$ cat config.mk
export PLATFORM = sky130hd
export DESIGN_NAME = frame_buffer_device
export DESIGN_NICKNAME = d
export VERILOG_FILES = /design/src/rtl/buff_pkg.sv /design/src/rtl/fb_ram.sv /design/src/rtl/frame_buffer_device.sv
export SDC_FILE = /design/constraint.sdc
export NUM_CORES = 1
export LEC_CHECK = 0
export CAP_MARGIN = 20
export CELL_PAD_IN_SITES_DETAIL_PLACEMENT = 0
export CELL_PAD_IN_SITES_GLOBAL_PLACEMENT = 1
export CORE_UTILIZATION = 30
export DETAILED_ROUTE_END_ITERATION = 10
export GPL_ROUTABILITY_DRIVEN = 0
export HOLD_SLACK_MARGIN = 0.1
export PLACE_DENSITY_LB_ADDON = 0.1
export SYNTH_ARGS = -nofsm -noshare
export SYNTH_HDL_FRONTEND = slang
export SYNTH_HIERARCHICAL = 1
export SYNTH_SLANG_ARGS = --single-unit
$ cat constraint.sdc
create_clock -name clock -period 3.52 [get_ports clock]
set_clock_uncertainty 0.1 [all_clocks]
set_input_delay 0.88 -clock clock [delete_from_list [all_inputs] [get_ports clock]]
set_output_delay 0.88 -clock clock [all_outputs]
set_load 0.02 [all_outputs]
$ cat src/rtl/buff_pkg.sv
// Shared types and CRC-8 helper for the frame buffer device.
// CRC-8: polynomial 0x07, MSB first, one byte per call.
package buff_pkg;

    localparam int FB_DEPTH = 16;
    localparam int FB_AW    = 4;
    localparam logic [7:0] CRC_POLY = 8'h07;

    typedef enum logic [1:0] {
        IDLE  = 2'd0,
        RECV  = 2'd1,
        READY = 2'd2,
        SEND  = 2'd3
    } state_t;

    function automatic logic [7:0] crc8_step(input logic [7:0] crc, input logic [7:0] data);
        logic [7:0] c;
        c = crc ^ data;
        for (int i = 0; i < 8; i++) begin
            c = c[7] ? ({c[6:0], 1'b0} ^ CRC_POLY) : {c[6:0], 1'b0};
        end
        return c;
    endfunction

endpackage

$ cat src/rtl/fb_ram.sv
// Payload byte store: synchronous write, combinational read, one port of each.
module fb_ram #(
    parameter int DEPTH = 16,
    parameter int AW    = 4
) (
    input  logic          clock,
    input  logic          i_wr_en,
    input  logic [AW-1:0] i_wr_addr,
    input  logic [7:0]    i_wr_data,
    input  logic [AW-1:0] i_rd_addr,
    output logic [7:0]    o_rd_data
);

    logic [7:0] r_mem [DEPTH];

    always_ff @(posedge clock) begin
        if (i_wr_en) begin
            r_mem[i_wr_addr] <= i_wr_data;
        end
    end

    assign o_rd_data = r_mem[i_rd_addr];

endmodule

$ cat src/rtl/frame_buffer_device.sv
// Captures one start/stop framed block, checks its CRC-8, holds it and
// replays it on request with startoutput/stopoutput framing.
module frame_buffer_device
    import buff_pkg::*;
#(
    parameter int DEPTH = FB_DEPTH,
    parameter int AW    = FB_AW
) (
    input  logic       clock,
    input  logic       reset,
    input  logic       start,
    input  logic       stop,
    input  logic [7:0] datain,
    input  logic       start_read,
    output logic [7:0] dataout,
    output logic       startoutput,
    output logic       stopoutput,
    output logic       frame_ready,
    output logic       crc_err,
    output logic       frame_err
);

    state_t      r_state, w_state_next;
    logic [AW:0] r_len, w_len_next;
    logic [AW:0] r_cnt, w_cnt_next;
    logic [7:0]  r_crc, w_crc_next;
    logic [7:0]  r_dataout, w_dataout_next;
    logic        r_sop, w_sop_next;
    logic        r_eop, w_eop_next;
    logic        r_frame_ready, w_frame_ready_next;
    logic        r_crc_err, w_crc_err_next;
    logic        r_frame_err, w_frame_err_next;

    logic          w_wr_en;
    logic [AW-1:0] w_wr_addr;
    logic [AW-1:0] w_rd_addr;
    logic [7:0]    w_rd_data;
    logic          w_len_ok;

    fb_ram #(.DEPTH(DEPTH), .AW(AW)) u_ram (
        .clock     (clock),
        .i_wr_en   (w_wr_en),
        .i_wr_addr (w_wr_addr),
        .i_wr_data (datain),
        .i_rd_addr (w_rd_addr),
        .o_rd_data (w_rd_data)
    );

    // In RECV r_cnt is the payload count; in SEND it is the replay byte index.
    assign w_wr_addr = r_cnt[AW-1:0];
    assign w_rd_addr = r_cnt[AW-1:0] - AW'(1);
    assign w_len_ok  = (datain != 8'd0) && (datain <= 8'(DEPTH));

    always_comb begin
        w_state_next     = r_state;
        w_len_next       = r_len;
        w_cnt_next       = r_cnt;
        w_crc_next       = r_crc;
        w_dataout_next   = r_dataout;
        w_sop_next       = 1'b0;
        w_eop_next       = 1'b0;
        w_crc_err_next   = 1'b0;
        w_frame_err_next = 1'b0;
        w_wr_en          = 1'b0;

        // A new start wins from IDLE, RECV and READY alike; only SEND ignores it.
        if (r_state != SEND && start) begin
            if (stop || !w_len_ok) begin
                w_frame_err_next = 1'b1;
                w_state_next     = IDLE;
            end else begin
                w_state_next = RECV;
                w_len_next   = datain[AW:0];
                w_cnt_next   = '0;
                w_crc_next   = crc8_step(8'h00, datain);
            end
        end else begin
            case (r_state)
                RECV: begin
                    if (stop) begin
                        w_state_next = IDLE;
                        if (r_cnt != r_len) begin
                            w_frame_err_next = 1'b1;
                        end else if (datain != r_crc) begin
                            w_crc_err_next = 1'b1;
                        end else begin
                            w_state_next = READY;
                        end
                    end else if (r_cnt == r_len) begin
                        // CRC slot reached without stop: late stop
                        w_frame_err_next = 1'b1;
                        w_state_next     = IDLE;
                    end else begin
                        w_wr_en    = 1'b1;
                        w_cnt_next = r_cnt + (AW+1)'(1);
                        w_crc_next = crc8_step(r_crc, datain);
                    end
                end
                READY: begin
                    if (start_read) begin
                        w_state_next = SEND;
                        w_cnt_next   = '0;
                    end
                end
                SEND: begin
                    w_cnt_next = r_cnt + (AW+1)'(1);
                    if (r_cnt == '0) begin
                        w_dataout_next = 8'(r_len);
                        w_sop_next     = 1'b1;
                        w_crc_next     = crc8_step(8'h00, 8'(r_len));
                    end else if (r_cnt <= r_len) begin
                        w_dataout_next = w_rd_data;
                        w_crc_next     = crc8_step(r_crc, w_rd_data);
                    end else begin
                        w_dataout_next = r_crc;
                        w_eop_next     = 1'b1;
                        w_state_next   = IDLE;
                    end
                end
                default: ;
            endcase
        end

        w_frame_ready_next = (w_state_next == READY);
    end

    always_ff @(posedge clock or posedge reset) begin
        if (reset) begin
            r_state       <= IDLE;
            r_len         <= '0;
            r_cnt         <= '0;
            r_crc         <= '0;
            r_dataout     <= '0;
            r_sop         <= 1'b0;
            r_eop         <= 1'b0;
            r_frame_ready <= 1'b0;
            r_crc_err     <= 1'b0;
            r_frame_err   <= 1'b0;
        end else begin
            r_state       <= w_state_next;
            r_len         <= w_len_next;
            r_cnt         <= w_cnt_next;
            r_crc         <= w_crc_next;
            r_dataout     <= w_dataout_next;
            r_sop         <= w_sop_next;
            r_eop         <= w_eop_next;
            r_frame_ready <= w_frame_ready_next;
            r_crc_err     <= w_crc_err_next;
            r_frame_err   <= w_frame_err_next;
        end
    end

    assign dataout     = r_dataout;
    assign startoutput = r_sop;
    assign stopoutput  = r_eop;
    assign frame_ready = r_frame_ready;
    assign crc_err     = r_crc_err;
    assign frame_err   = r_frame_err;

endmodule

==> results of run 1 <==
## metrics by stage
stage	cells	setup slack, ns	utilization (%)
floorplan	522	0.161	-
global placement	921	0.0229	34.9
detailed placement	921	0.0250	34.9
CTS	953	0.00386	37.2
global route	953	0.0193	37.4
finish	953	0.184	37.4
## cells in the final DEF (no fill, tap or decap), types with 3 or more instances in the layout
cell / n
nor2b_1: 4
ha_1: 20
xnor3_1: 3
nand2_1: 27
xor2_1: 15
mux2_4: 8
and3_1: 5
dfrtp_1: 33
mux4_1: 14
a21oi_1: 9
o2bb2ai_1: 3
inv_1: 21
nor2_1: 31
clkbuf_16: 17
a21o_1: 6
a22oi_1: 13
o22ai_1: 5
edfxtp_1: 128
o31ai_1: 3
clkdlybuf4s50_1: 25
mux2i_1: 9
a31oi_1: 5
buf_4: 68
inv_6: 3
nand3b_1: 3
a22oi_2: 3
mux4_2: 18
xnor2_1: 43
o211ai_1: 3
buf_12: 3
o21ai_0: 23
nand4_1: 3
inv_8: 4
xnor2_2: 4
nor3_1: 9
nand3_1: 4
## power breakdown
| group | internal (uW) | switching (uW) | total [uW] |
|---|---|---|---|
| sequential | 2200 | 196 | 2400 |
| combinational | 2550 | 2490 | 5040 |
| clock | 1070 | 831 | 1900 |
## metal layers
layer | track usage (%) | part of all wire [%] | vias to the layer above
li1 | - | - | 2155
met1 | 22.2 | 47 | 2358
met2 | 26.7 | 49 | 89
met3 | 2.70 | 2.9 | 21
met4 | 4.21 | 1.3 | 0
met5 | 0 | 0 | -
## cell families (layout without fill, tap and decap cells)
family	count (synthesis)	count (layout)	share of synthesized area (%)
flops	161	161	60.1
simple gates	98	98	6.05
compound gates	77	77	6.38
xor+xnor	65	65	7.86
mux	52	52	13.1
buf+inv	49	150	3.30
fa+ha+maj	20	20	3.22
## worst paths after layout
path,end
setup / recovery,r_crc[4]
hold / removal,dataout[2]
setup reg to reg,r_crc[4]
hold reg to reg,dataout[2]
max in group asynchronous,r_crc[6]
min in group asynchronous,r_state[0]
## flip-flops by register name, indices dropped and copies added, names as in the netlist
name,count
frame_ready,1
startoutput,1
u_ram/r_mem,128
r_crc,8
r_len,5
r_state,2
frame_err,1
stopoutput,1
dataout,8
crc_err,1
r_cnt,5
## layout make-up
cell class,count,area (um^2),share of cell area (%)
Inverter,22,82.6,0.872
Clock buffer,17,425,4.49
Tap cell,330,413,4.36
Sequential cell,161,4670,49.3
Multi-Input combinational cell,312,2890,30.5
Timing Repair Buffer,96,821,8.67
Clock inverter,15,169,1.78
==> run_results.csv, run 1 <==
group,metric,value,unit
yosys,synth_seq_cells,161,
setup_path,cp_top_family,"multiplexers",
final_layout,nFillCells,2378,
die,initial_core_util,30.7,%
yosys,synth.area.top_cells,"edfxtp_1, dfrtp_1, xnor2_1, mux4_2, mux4_1",
yosys,synth_area,7770,um^2
sta,timing.hold.ws,0.378,ns
yosys,synth_top_area_share,49.5,%
yosys,synth_nets,555,
yosys,synth.distinct_cells,48,
sta,slew_viol_final,0,
sta,final.setup.tns,0,ns
clock_tree,numCtsBuffers,17,
final_layout,fin_area,9470,um^2
setup_path,slowest_stage,"dfrtp_1",
power_and_ir_drop,power.total,9340,uW
clock_tree,cts.sinks,161,
sta,rsz0062_at_grt,"false",
hold_path,hold_path.class,"register to register",
die,die_area,26500,um^2
die,io_pins,26,
die,core_region_area,25300,um^2
setup_path,r2r_setup_slack,0.18,ns
run_status,status,"complete, no violations",
grt,grt_use_total,16.2,%
setup_path,critPathCaptureType,"register",
grt,grt_first_pass_wirelength,30.7,mm
setup_path,r2r-start,"r_cnt[1]",
yosys,synth.most_common_cell,"edfxtp_1",
clock_tree,clock-root-buffer,"clkbuf_16",
clock_tree,cts_resized,0,
setup_path,worstSetupStartpointType,"register",
sta,worst_pin_slew,0.635,ns
yosys,ys_seq_area_share,60.1,%
final_layout,diodes,0,
yosys,synth-edff-count,128,
die,die_w,163,um
routing,drc,0,
clock_tree,path_clk_slew,0.07,ns
yosys,synthFlopType,"edfxtp_1",
grt,grt_max_degree,34,
setup_path,cp_max_fo,23,
sta,finalCriticalPeriod,3.34,ns
yosys,syn_area_per_cell,14.9,um^2
yosys,synthTopCellsByCount,"edfxtp_1, xnor2_1, dfrtp_1, nor2_1, nand2_1",
placement,placed_cell_area,8830,um^2
setup_path,reg2regPathDepth,14,
final_layout,drive_above_1_share,22.8,%
placement,dp_hpwl,14.5,mm
setup_path,cp_slowest_stage_delay,0.39,ns
setup_path,cp_num_cells,14,
yosys,ys_warn_count,6,
clock_tree,cts_tree,"built",
sta,finalSetupViolations,0,
final_layout,area_growth,21.9,%
routing,drtPass1Iterations,6,
power_and_ir_drop,power_leakage,0.00357,uW
clock_tree,htree_levels,4,
sta,slew_headroom,57.5,%
power_and_ir_drop,power-per-cell-area,986,nW/um^2
setup_path,cp_data_arrival_time,3.54,ns
flow_run,maxCapViolCount,0,
routing,avgViaCountPerCell,4.85,
sta,max_freq,0.300,GHz
setup_path,cp.required,3.72,ns
routing,drt-initial-drc-count,304,
sta,hold_violations,0,
grt,grt_pass1_vias,4744,
setup_path,critPathLaunch,"r_cnt[1]",
routing,antenna_left,0,
grt,antenna_found_initial,0,
final_layout,fin_nets,643,
setup_path,cp_num_buf_inv,4,
clock_tree,cts_setup_buffers,0,
hold_path,hold_depth,1,
yosys,netlist_instances,522,
die,rows,58,
routing,wl,20.4,mm
yosys,async_flop_share,20.5,%
power_and_ir_drop,vdd_ir_drop_max,0.540,mV
hold_path,hp-start,"dataout[2]",
clock_tree,clk_latency,0.43,ns
clock_tree,cts_hold_buf,0,
routing,vias,4623,
placement,io_buffers,25,
sta,period_share,94.8,%
grt,grt_overflow,0,
routing,wl_per_cell,21.4,um
setup_path,worstSetupPathType,"register to register",
setup_path,path_cells,"inv_1 > ha_1 > inv_1 > buf_12 > buf_4 > mux4_2 > a22oi_1 > nand2_1 > xnor2_2 > xnor2_2 > xnor2_1 > a211oi_1 > a21oi_1 > mux2_4",
yosys,synth_top_area_cell,"edfxtp_1",
clock_tree,cts_max_path_buffers,2,
die,die_height,163,um
Note: power is estimated with default switching activity, not from simulation.
==> run 2, diff against run 1 <==
--- a/config.mk
+++ b/config.mk
@@ -5,6 +5,7 @@
 export SDC_FILE = /design/constraint.sdc
 export NUM_CORES = 1
 export LEC_CHECK = 0
+export ABC_CLOCK_PERIOD_IN_PS = 3520
 export CAP_MARGIN = 20
 export CELL_PAD_IN_SITES_DETAIL_PLACEMENT = 0
 export CELL_PAD_IN_SITES_GLOBAL_PLACEMENT = 1
==> results of run 2 <==
Same layout as run 1: the final DEF is identical, and so are final timing and power.
